File: config.mk
export PLATFORM = sky130hd
export DESIGN_NAME = fan_duty_ramp_flat
export DESIGN_NICKNAME = d
export VERILOG_FILES = /design/src/rtl/fan_duty_ramp_if.sv /design/src/rtl/fan_duty_ramp.sv /design/src/flat_wrapper.sv
export SDC_FILE = /design/constraint.sdc
export NUM_CORES = 1
export LEC_CHECK = 0
export BUFFER_PORTS_ARGS = -buffer_cell sky130_fd_sc_hd__buf_2
export CORE_AREA = 2 2 87 89
export CTS_CLUSTER_DIAMETER = 150
export DETAILED_ROUTE_END_ITERATION = 6
export DIE_AREA = 0 0 89 91
export PLACE_DENSITY = 0.71
export SLEW_MARGIN = 20
export SYNTH_ARGS = -nofsm -noshare
export SYNTH_HDL_FRONTEND = slang
export SYNTH_SLANG_ARGS = --single-unit
File: constraint.sdc
create_clock -name clk_i -period 4.7 [get_ports clk_i]
set_input_delay 0.705 -clock clk_i [delete_from_list [all_inputs] [get_ports clk_i]]
set_output_delay 0.705 -clock clk_i [all_outputs]
set_load 0.01 [all_outputs]
File: src/rtl/fan_duty_ramp_if.sv
// Signal bundle between the fan level source and the duty ramp stage.
// Every signal is qualified by clk_en_i. There is no valid/ready pair:
// level_i, step_i and kickValue_i are sampled on each enabled clock edge.
// counterValue_o, fanOn_o and state_o are registered and change only on
// enabled edges, or on reset.
interface fan_duty_ramp_if #(
  parameter int COUNTER_BITWIDTH = 8,
  parameter int LEVEL_BITWIDTH   = 4
);
  logic                        clk_en_i;
  logic [LEVEL_BITWIDTH-1:0]   level_i;
  logic [COUNTER_BITWIDTH-1:0] step_i;
  logic [COUNTER_BITWIDTH-1:0] kickValue_i;
  logic [COUNTER_BITWIDTH-1:0] counterValue_o;
  logic                        fanOn_o;
  logic [1:0]                  state_o;

  modport master (
    output clk_en_i, level_i, step_i, kickValue_i,
    input  counterValue_o, fanOn_o, state_o
  );

  modport slave (
    input  clk_en_i, level_i, step_i, kickValue_i,
    output counterValue_o, fanOn_o, state_o
  );
endinterface

File: src/rtl/fan_duty_ramp.sv
// Fan duty ramp. Maps a level request to a PWM compare value.
// When the fan starts from stopped, a kick-start value is held first.
// After that, the duty slews toward the target in bounded steps.
module fan_duty_ramp #(
  parameter int COUNTER_BITWIDTH = 8,
  parameter int LEVEL_BITWIDTH   = 4,
  parameter int STEP_PRESCALE    = 16,
  parameter int KICK_TICKS       = 64
) (
  input logic           clk_i,
  input logic           rst_i,
  fan_duty_ramp_if.slave bus
);
  localparam int CW    = COUNTER_BITWIDTH;
  localparam int LW    = LEVEL_BITWIDTH;
  localparam int PW    = (STEP_PRESCALE > 1) ? $clog2(STEP_PRESCALE) : 1;
  localparam int KW    = (KICK_TICKS > 1) ? $clog2(KICK_TICKS) : 1;
  localparam int SCALE = ((2 ** CW) - 1) / ((2 ** LW) - 1);

  localparam logic [CW+LW-1:0] SCALE_W   = (CW+LW)'(SCALE);
  localparam logic [PW-1:0]    PRE_LAST  = PW'(STEP_PRESCALE - 1);
  localparam logic [KW-1:0]    KICK_LOAD = (KICK_TICKS > 0) ? KW'(KICK_TICKS - 1) : '0;

  typedef enum logic [1:0] {
    S_OFF  = 2'd0,
    S_KICK = 2'd1,
    S_RAMP = 2'd2,
    S_HOLD = 2'd3
  } state_t;

  state_t        r_state;
  logic [CW-1:0] r_count;
  logic [PW-1:0] r_pre;
  logic [KW-1:0] r_kick;
  logic          r_fan_on;

  state_t        w_state_nxt;
  logic [CW-1:0] w_count_nxt;
  logic [PW-1:0] w_pre_nxt;
  logic [KW-1:0] w_kick_nxt;

  logic [CW+LW-1:0] w_product;
  logic [CW-1:0]    w_target;
  logic [CW-1:0]    w_step;
  logic [CW:0]      w_up_sum;
  logic [CW:0]      w_down_floor;
  logic [CW-1:0]    w_up_val;
  logic [CW-1:0]    w_down_val;
  logic [CW-1:0]    w_stepped;

  // Target duty. The product is formed at full width. It never exceeds
  // the counter range by construction of SCALE.
  assign w_product = (CW+LW)'(bus.level_i) * SCALE_W;
  assign w_target  = CW'(w_product);

  // A zero step would stall the ramp forever, so it is promoted to 1.
  assign w_step = (bus.step_i == '0) ? CW'(1) : bus.step_i;

  // The candidate values are computed one bit wider than the counter.
  // Up-ramps therefore clamp at the target, and down-ramps do not underflow.
  assign w_up_sum     = {1'b0, r_count} + {1'b0, w_step};
  assign w_down_floor = {1'b0, w_target} + {1'b0, w_step};
  assign w_up_val     = (w_up_sum >= {1'b0, w_target}) ? w_target : w_up_sum[CW-1:0];
  assign w_down_val   = ({1'b0, r_count} <= w_down_floor) ? w_target : (r_count - w_step);
  assign w_stepped    = (r_count < w_target) ? w_up_val : w_down_val;

  // Next-state and next-register logic. Everything defaults to hold.
  always_comb begin
    w_state_nxt = r_state;
    w_count_nxt = r_count;
    w_pre_nxt   = r_pre;
    w_kick_nxt  = r_kick;
    case (r_state)
      S_OFF: begin
        if (w_target != '0) begin
          if (KICK_TICKS > 0) begin
            w_state_nxt = S_KICK;
            w_count_nxt = bus.kickValue_i;
            w_kick_nxt  = KICK_LOAD;
          end else begin
            w_state_nxt = S_RAMP;
            w_count_nxt = '0;
            w_pre_nxt   = '0;
          end
        end
      end
      S_KICK: begin
        if (w_target == '0) begin
          w_state_nxt = S_OFF;
          w_count_nxt = '0;
        end else if (r_kick == '0) begin
          w_state_nxt = S_RAMP;
          w_pre_nxt   = '0;
        end else begin
          w_kick_nxt = r_kick - 1'b1;
        end
      end
      S_RAMP: begin
        if (r_count == w_target) begin
          w_state_nxt = (w_target != '0) ? S_HOLD : S_OFF;
        end else if (r_pre == PRE_LAST) begin
          w_pre_nxt   = '0;
          w_count_nxt = w_stepped;
          if (w_stepped == w_target) begin
            w_state_nxt = (w_target != '0) ? S_HOLD : S_OFF;
          end
        end else begin
          w_pre_nxt = r_pre + 1'b1;
        end
      end
      S_HOLD: begin
        if (w_target != r_count) begin
          w_state_nxt = S_RAMP;
          w_pre_nxt   = '0;
        end
      end
      default: begin
        w_state_nxt = S_OFF;
        w_count_nxt = '0;
      end
    endcase
  end

  // State and datapath registers. They advance only on enabled edges.
  always_ff @(posedge clk_i or posedge rst_i) begin
    if (rst_i) begin
      r_state  <= S_OFF;
      r_count  <= '0;
      r_pre    <= '0;
      r_kick   <= '0;
      r_fan_on <= 1'b0;
    end else if (bus.clk_en_i) begin
      r_state  <= w_state_nxt;
      r_count  <= w_count_nxt;
      r_pre    <= w_pre_nxt;
      r_kick   <= w_kick_nxt;
      r_fan_on <= (w_state_nxt != S_OFF);
    end
  end

  assign bus.counterValue_o = r_count;
  assign bus.fanOn_o        = r_fan_on;
  assign bus.state_o        = r_state;
endmodule

File: src/flat_wrapper.sv
// flat-port wrapper written by rule: the top's interface ports become plain ports
module fan_duty_ramp_flat 
#(
  parameter int COUNTER_BITWIDTH = 8,
  parameter int LEVEL_BITWIDTH   = 4,
  parameter int STEP_PRESCALE    = 16,
  parameter int KICK_TICKS       = 64
)
  (clk_i, rst_i, bus_clk_en_i, bus_level_i, bus_step_i, bus_kickValue_i, bus_counterValue_o, bus_fanOn_o, bus_state_o);
  fan_duty_ramp_if #(.COUNTER_BITWIDTH(COUNTER_BITWIDTH), .LEVEL_BITWIDTH(LEVEL_BITWIDTH)) bus_i ();
  input logic clk_i;
  input logic rst_i;
  input wire logic [$bits(bus_i.clk_en_i)-1:0] bus_clk_en_i;
  input wire logic [$bits(bus_i.level_i)-1:0] bus_level_i;
  input wire logic [$bits(bus_i.step_i)-1:0] bus_step_i;
  input wire logic [$bits(bus_i.kickValue_i)-1:0] bus_kickValue_i;
  output wire logic [$bits(bus_i.counterValue_o)-1:0] bus_counterValue_o;
  output wire logic [$bits(bus_i.fanOn_o)-1:0] bus_fanOn_o;
  output wire logic [$bits(bus_i.state_o)-1:0] bus_state_o;
  assign bus_i.clk_en_i = bus_clk_en_i;
  assign bus_i.level_i = bus_level_i;
  assign bus_i.step_i = bus_step_i;
  assign bus_i.kickValue_i = bus_kickValue_i;
  assign bus_counterValue_o = bus_i.counterValue_o;
  assign bus_fanOn_o = bus_i.fanOn_o;
  assign bus_state_o = bus_i.state_o;
  fan_duty_ramp #(.COUNTER_BITWIDTH(COUNTER_BITWIDTH), .LEVEL_BITWIDTH(LEVEL_BITWIDTH), .STEP_PRESCALE(STEP_PRESCALE), .KICK_TICKS(KICK_TICKS)) u_core (.clk_i(clk_i), .rst_i(rst_i), .bus(bus_i));
endmodule
After elaboration in Yosys (flattened, before gate mapping)
Cells that the tools add are included.
- add/sub/neg operators: 5
- multiply operators: 1
- order comparisons: 3
- equal/unequal tests: 15
- muxes and demuxes: 28
- bitwise gates (word level): 1
- reduce and logical (&&, ||, !) cells: 11
- operators by type and width (kind ; number):
    two-way mux 8 bit ; 8
    case mux 8 bit (3 select lines) ; 1
    two-way mux 4 bit ; 5
    adder 8 x 8 -> 9 bit ; 2
    two-way mux 6 bit ; 3
    equality test 8 bit ; 2
    zero test 8 bit ; 2
    two-way mux 2 bit ; 8
    case mux 4 bit (3 select lines) ; 1
    case mux 6 bit (2 select lines) ; 1
    AND reduction 6 bit ; 2
    != test 2 x 1 -> 1 bit, second input constant ; 5
    greater-or-equal comparator 9 x 8 -> 1 bit ; 1
    <= comparator 8 x 9 -> 1 bit ; 1
    < comparator 8 bit ; 1
    multiplier 4 x 5 -> 8 bit, second input constant ; 1
    != test 8 bit ; 1
    case mux 2 bit (4 select lines) ; 1
    nonzero test 8 bit ; 1
    subtractor 8 bit ; 1
    zero test 6 bit ; 1
    != test 2 bit, second input constant ; 3
    subtractor 6 x 1 -> 6 bit, second input constant ; 1
    AND reduction 5 bit ; 1
    other kinds (8) ; 10
- flip-flop bits (word level): 21
- input bits: 23
- output and inout bits: 11
- logic and storage cells: 69

Logic depth before layout (Yosys ltp)
- word-level depth: 12
- depth in mapped cells: 22
- gate-level depth less buffers: 22

Worst setup path before layout
Ideal clock, no wire load.
- kind: input-to-reg
- from: input bus_step_i[6]
- to: register u_core.r_fan_on (netlist: u_core.bus.fanOn_o)
- library setup time: 0.142 ns
- arrival: 4.546 ns
- required time: 4.558 ns
- slack: 0.012 ns
- stages: 21
- buffers on the path: 0
- path through: nor3_1 -> a41o_1 -> ha_1 -> inv_1 -> fa_1 -> o21ba_2 -> o21bai_1 -> xor2_1 -> inv_1 -> ha_1 -> a21oi_1 -> o22ai_1 -> a2111oi_4 -> and3_1 -> o2bb2ai_1 -> mux2i_1 -> a32o_1 -> a31oi_4 -> a41oi_2 -> a31oi_1 -> o221ai_1
- word-level cells in the longest chain between the ends: 12
- elaborated cells between the ends (all ways): 16
- those cells by class: add/sub (3); order compare (2); eq/ne (1); mux (8); reduce/logical (2)
- ends and longest elaborated chain (what ; line ; RTL):
    start, declared ; flat_wrapper.sv:15 ; input wire logic [$bits(bus_i.step_i)-1:0] bus_step_i;
    zero test 8 bit ; fan_duty_ramp.sv:57 ; assign w_step = (bus.step_i == '0) ? CW'(1) : bus.step_i;
    two-way mux 8 bit * ; fan_duty_ramp.sv:57 ;
    adder 8 x 8 -> 9 bit (on tied branches) ; fan_duty_ramp.sv:62, fan_duty_ramp.sv:61 ;
    <= comparator 8 x 9 -> 1 bit or greater-or-equal comparator 9 x 8 -> 1 bit (tied branches) ; fan_duty_ramp.sv:64, fan_duty_ramp.sv:63 ;
    two-way mux 8 bit (on tied branches) ; fan_duty_ramp.sv:64, fan_duty_ramp.sv:63 ;
    two-way mux 8 bit * ; fan_duty_ramp.sv:65 ; assign w_stepped = (r_count < w_target) ? w_up_val : w_down_val;
    equality test 8 bit * ; fan_duty_ramp.sv:104 ; if (w_stepped == w_target) begin
    two-way mux 2 bit * ; fan_duty_ramp.sv:104 ;
    two-way mux 2 bit * ; fan_duty_ramp.sv:101 ; end else if (r_pre == PRE_LAST) begin
    two-way mux 2 bit * ; fan_duty_ramp.sv:99 ; if (r_count == w_target) begin
    case mux 2 bit (4 select lines) * ; fan_duty_ramp.sv:73 ; case (r_state)
    nonzero test 2 bit * ; fan_duty_ramp.sv:137 ; r_fan_on <= (w_state_nxt != S_OFF);
    end signal, assigned ; fan_duty_ramp.sv:137 ;
    end, declared ; fan_duty_ramp.sv:35 ; logic r_fan_on;
Every way passes the cells marked *; elsewhere a longest branch is shown, timed or not.
A chain may end at the register's enable or synchronous reset.

Final worst setup path
- from: input bus_step_i[6]
- to: register u_core.r_state[0] (netlist: u_core.bus.state_o[0])
- word-level cells in the longest chain between the ends: 11
- elaborated cells between the ends (all ways): 15
- those cells by class: add/sub (3); order compare (2); eq/ne (1); mux (8); reduce/logical (1)
- ends and longest elaborated chain (what ; line ; RTL):
    zero test 8 bit ; fan_duty_ramp.sv:57 ;
    two-way mux 8 bit * ; fan_duty_ramp.sv:57 ;
    adder 8 x 8 -> 9 bit (on tied branches) ; fan_duty_ramp.sv:62, fan_duty_ramp.sv:61 ;
    <= comparator 8 x 9 -> 1 bit or greater-or-equal comparator 9 x 8 -> 1 bit (tied branches) ; fan_duty_ramp.sv:64, fan_duty_ramp.sv:63 ;
    two-way mux 8 bit (on tied branches) ; fan_duty_ramp.sv:64, fan_duty_ramp.sv:63 ;
    two-way mux 8 bit * ; fan_duty_ramp.sv:65 ;
    equality test 8 bit * ; fan_duty_ramp.sv:104 ;
    two-way mux 2 bit * ; fan_duty_ramp.sv:104 ;
    two-way mux 2 bit * ; fan_duty_ramp.sv:101 ;
    two-way mux 2 bit * ; fan_duty_ramp.sv:99 ;
    case mux 2 bit (4 select lines) * ; fan_duty_ramp.sv:73 ;
    end signal, assigned ; fan_duty_ramp.sv:133 ; r_state <= w_state_nxt;
    end, declared ; fan_duty_ramp.sv:31 ; state_t r_state;
Marks and branches as above.

==> summary.txt <==
Final layout
  • Final cell count without fillers: 564
  • Area Overhead vs Synth: 26.36%
  • Fin nets: ~550
  • Layout cells sized above 1: 0.2882
  • Commonest non-fill, non-tap cell in the layout: buf_4
  • Commonest cells after routing, fill and taps aside: buf_4, ha_1, nand2_1, nor2_1, buf_2
  • Number of diodes: 0
  • Fillers: 658

Clock tree
  • Reg clk slew, reported paths: around 80 ps
  • Max clock buf depth: 2
  • Root Buffer: clkbuf_8
  • Htree depth: 1
  • CTS tree: built
  • Inserted Clock Buffers: 3
  • Clk Latency, worst-skew pair: 250 ps
  • Clock Sinks: 21

Routing
  • Average wire per standard cell: 16.69 um
  • DR pass1 iterations: 4
  • Top sig layer: met4
  • Initial detailed-routing violation count: 204
  • WL met3: roughly 540 um
  • Post-DRT Antenna Nets: 0
  • Detailed-route DRC error count: 0
  • Met2 wire len: 4386 um
  • Routed WL: approximately 9400 um
  • Via/cell ratio: 5.878
  • M1 wire length: 4329 um
  • DR vias: 3315

Critical path
  • Worst reg2reg setup slack: 390 ps
  • Crit. End Element: flop
  • CP arrival: about 5000 ps
  • CP most frequent cell: inv_1
  • Critical Path Slowest Stage Cell: a2111oi_4
  • Critical Path Fanout Max: 7
  • Beginning of the critical path: bus_step_i[6]
  • Critical Path Source Type: input port
  • CP required: 4850 ps
  • Worst Setup EP: u_core.bus.state_o[0]
  • Cell count of the worst reg-to-reg path: 19
  • Critical path depth in cells: 22
  • Crit path kind: in -> reg
  • CP peak stage delay: 370 ps
  • Cell family with most CP delay: compound AO/OA/AOI/OAI gates
  • R2r endpoint: u_core.bus.state_o[0]
  • Critical R2R Launch: u_core.bus.counterValue_o[0]
  • Buf+Inv Stages, Crit Path: 4
  • Cell chain of the critical path: buf_2 > nor3_2 > a41o_1 > ha_2 > inv_1 > fa_2 > o21ba_2 > o21bai_1 > xor2_1 > inv_1 > ha_4 > a21oi_2 > o22ai_2 > a2111oi_4 > nand3_4 > buf_6 > o21a_1 > o211a_1 > a31oi_4 > nand3_1 > o31a_1 > a22o_1

STA
  • Fin crit period: 4808 ps
  • Final setup margin: -107.5 ps
  • Setup TNS: -204.7 ps
  • RSZ-0062 raised after global routing: true
  • Final hold vios: 0
  • Final Setup Violations: 2
  • Final worst-path cycle share: 1.023
  • Worst-margin pin slew: a little over 800 ps
  • Slew margin rel.: 0.4611
  • Maximum clock frequency: approximately 0.21 GHz
  • Final setup skew: 5.849 ps
  • Final Max Tran Viols: 0
  • Worst hold slack: just under 500 ps

Die
  • Die width: 89 um
  • Io pins: 34
  • Initial core utilization: 0.4416
  • Die height: 91 um
  • Die footprint: between 8000 and 9000 um^2
  • Placement row count: 31
  • Core area: around 7100 um^2

Global routing
  • Gr usage total: 0.2354
  • Gr ovfl total: 0
  • First-pass GRT wire length: 15280 um
  • Largest net degree at the start of global routing: 22
  • Initial antenna violation count: 0
  • Vias in the first global route: 3151

Synthesis
  • Ys async rst share: 1.000
  • Ys Warns: 0
  • Avg Cell Area, Syn: 8.229 um^2
  • Register area share after synthesis: 0.1667
  • Yosys cell types: 65
  • Post-Syn Instances: roughly 380
  • Post-synthesis net count: about 460
  • Post-synth EDFFs: 0
  • Top_reg_cell synth: dfrtp_1
  • Cell area after synthesis: 3152 um^2
  • Seq cells post-synth: 21

Power and ir drop
  • Power Density: approximately 700 nW/um^2
  • VDD IR max: between 0.0003 and 0.0004 V
  • Pleak: 1.863 nW
  • Total Power: 2.794 mW

Status
  • Failing checks: setup timing
  • Status: complete, but fails checks

Flow run
  • Max-Cap Viols: 0

Hold path
  • Hold WC Path Type: reg -> reg
  • WHS Path Cells: 1

Place
  • Gpl congestion: ~0.99
  • Placed Instances: 549
  • PortBufs: 33
  • Setup Slack @ Placement: -446.8 ps
  • Post-DP HPWL: 7396 um
==> cells in the mapped netlist (5+ instances only) <==
library cell / number / area, um^2
ha_1: 54 / 675.7
nand2_1: 30 / 112.6
nor2_1: 30 / 112.6
inv_1: 29 / 108.9
a21oi_1: 26 / 130.1
o21ai_0: 23 / 115.1
dfrtp_1: 21 / 525.5
nand3_1: 12 / 60.06
a31oi_1: 9 / 56.30
xnor2_1: 9 / 78.83
clkbuf_1: 8 / 30.03
nor3_1: 8 / 40.04
o21a_1: 8 / 60.06
nand4_1: 6 / 37.54
o211ai_1: 6 / 45.04
o2bb2ai_1: 6 / 52.55
nor2b_1: 5 / 31.28
o22ai_1: 5 / 31.28
xor2_1: 5 / 43.79
==> kinds of logic (layout without fill, tap and decap cells) <==
logic type	count (synthesis)	count (layout)	share of synthesized area
and+or+nand+nor	116	116	0.1862
xor gates and xnor gates	14	14	0.03891
adders and majority gates	57	57	0.2334
DFF	21	21	0.1667
muxes	6	6	0.02064
buffers and inverters	42	124	0.05558
AOI/OAI and AO/OA	127	127	0.2985
==> sequential cells by signal, summed over array words and instances (netlist names) <==
signal                     flops
u_core.bus.state_o             2
u_core.r_pre                   4
u_core.r_kick                  6
u_core.bus.fanOn_o             1
u_core.bus.counterValue_o      8
==> per-stage QoR <==
step | instance area (um^2) | utilization
after floorplan | 3152 | -
after global placement | 3730 | 0.5226
after detailed placement | 3730 | 0.5226
after CTS | 3890 | 0.5451
after global routing | 3983 | 0.5580
final | 3983 | 0.5580
==> worst min path at each step <==
stage	from	endpoint
6_report	u_core.r_pre[3]	u_core.r_pre[3]
5_1_grt	u_core.r_pre[3]	u_core.r_pre[3]
4_1_cts	u_core.r_pre[3]	u_core.r_pre[3]
3_5_place_dp	u_core.r_pre[3]	u_core.r_pre[3]
3_3_place_gp	u_core.r_pre[3]	u_core.r_pre[3]
2_1_floorplan	u_core.r_pre[3]	u_core.r_pre[3]
==> cell type report <==
cell class                 count  area, um^2  share of cell area
timing repair buffer          90       621.8              0.1561
multi-input combinational    320        2554              0.6412
sequential                    21       525.5              0.1320
inverter                      30       112.6             0.02828
clock buffer                   4       45.04             0.01131
tap                           99       123.9             0.03110
==> what timing repair did <==
action	4_1_cts	5_1_grt
gates resized for setup	15	12
setup endpoints to repair	3	4
hold buffers	0	0
buffers inserted	7	4
pin swaps	20	17
gates cloned	0	0
==> metal layers <==
layer / up-vias / track usage
met3: 16 / 0.02000
met2: 106 / 0.3719
li1: 1590 / -
met5: - / 0
met1: 1603 / 0.3468
met4: 0 / 0.05224
==> power by group <==
group	total (mW)	internal (mW)	switching, mW
Clock	0.116	0.0602	0.0555
Combinational	2.29	1.08	1.21
Sequential	0.386	0.259	0.127
No activity file was read; power rests on OpenSTA's default activity.
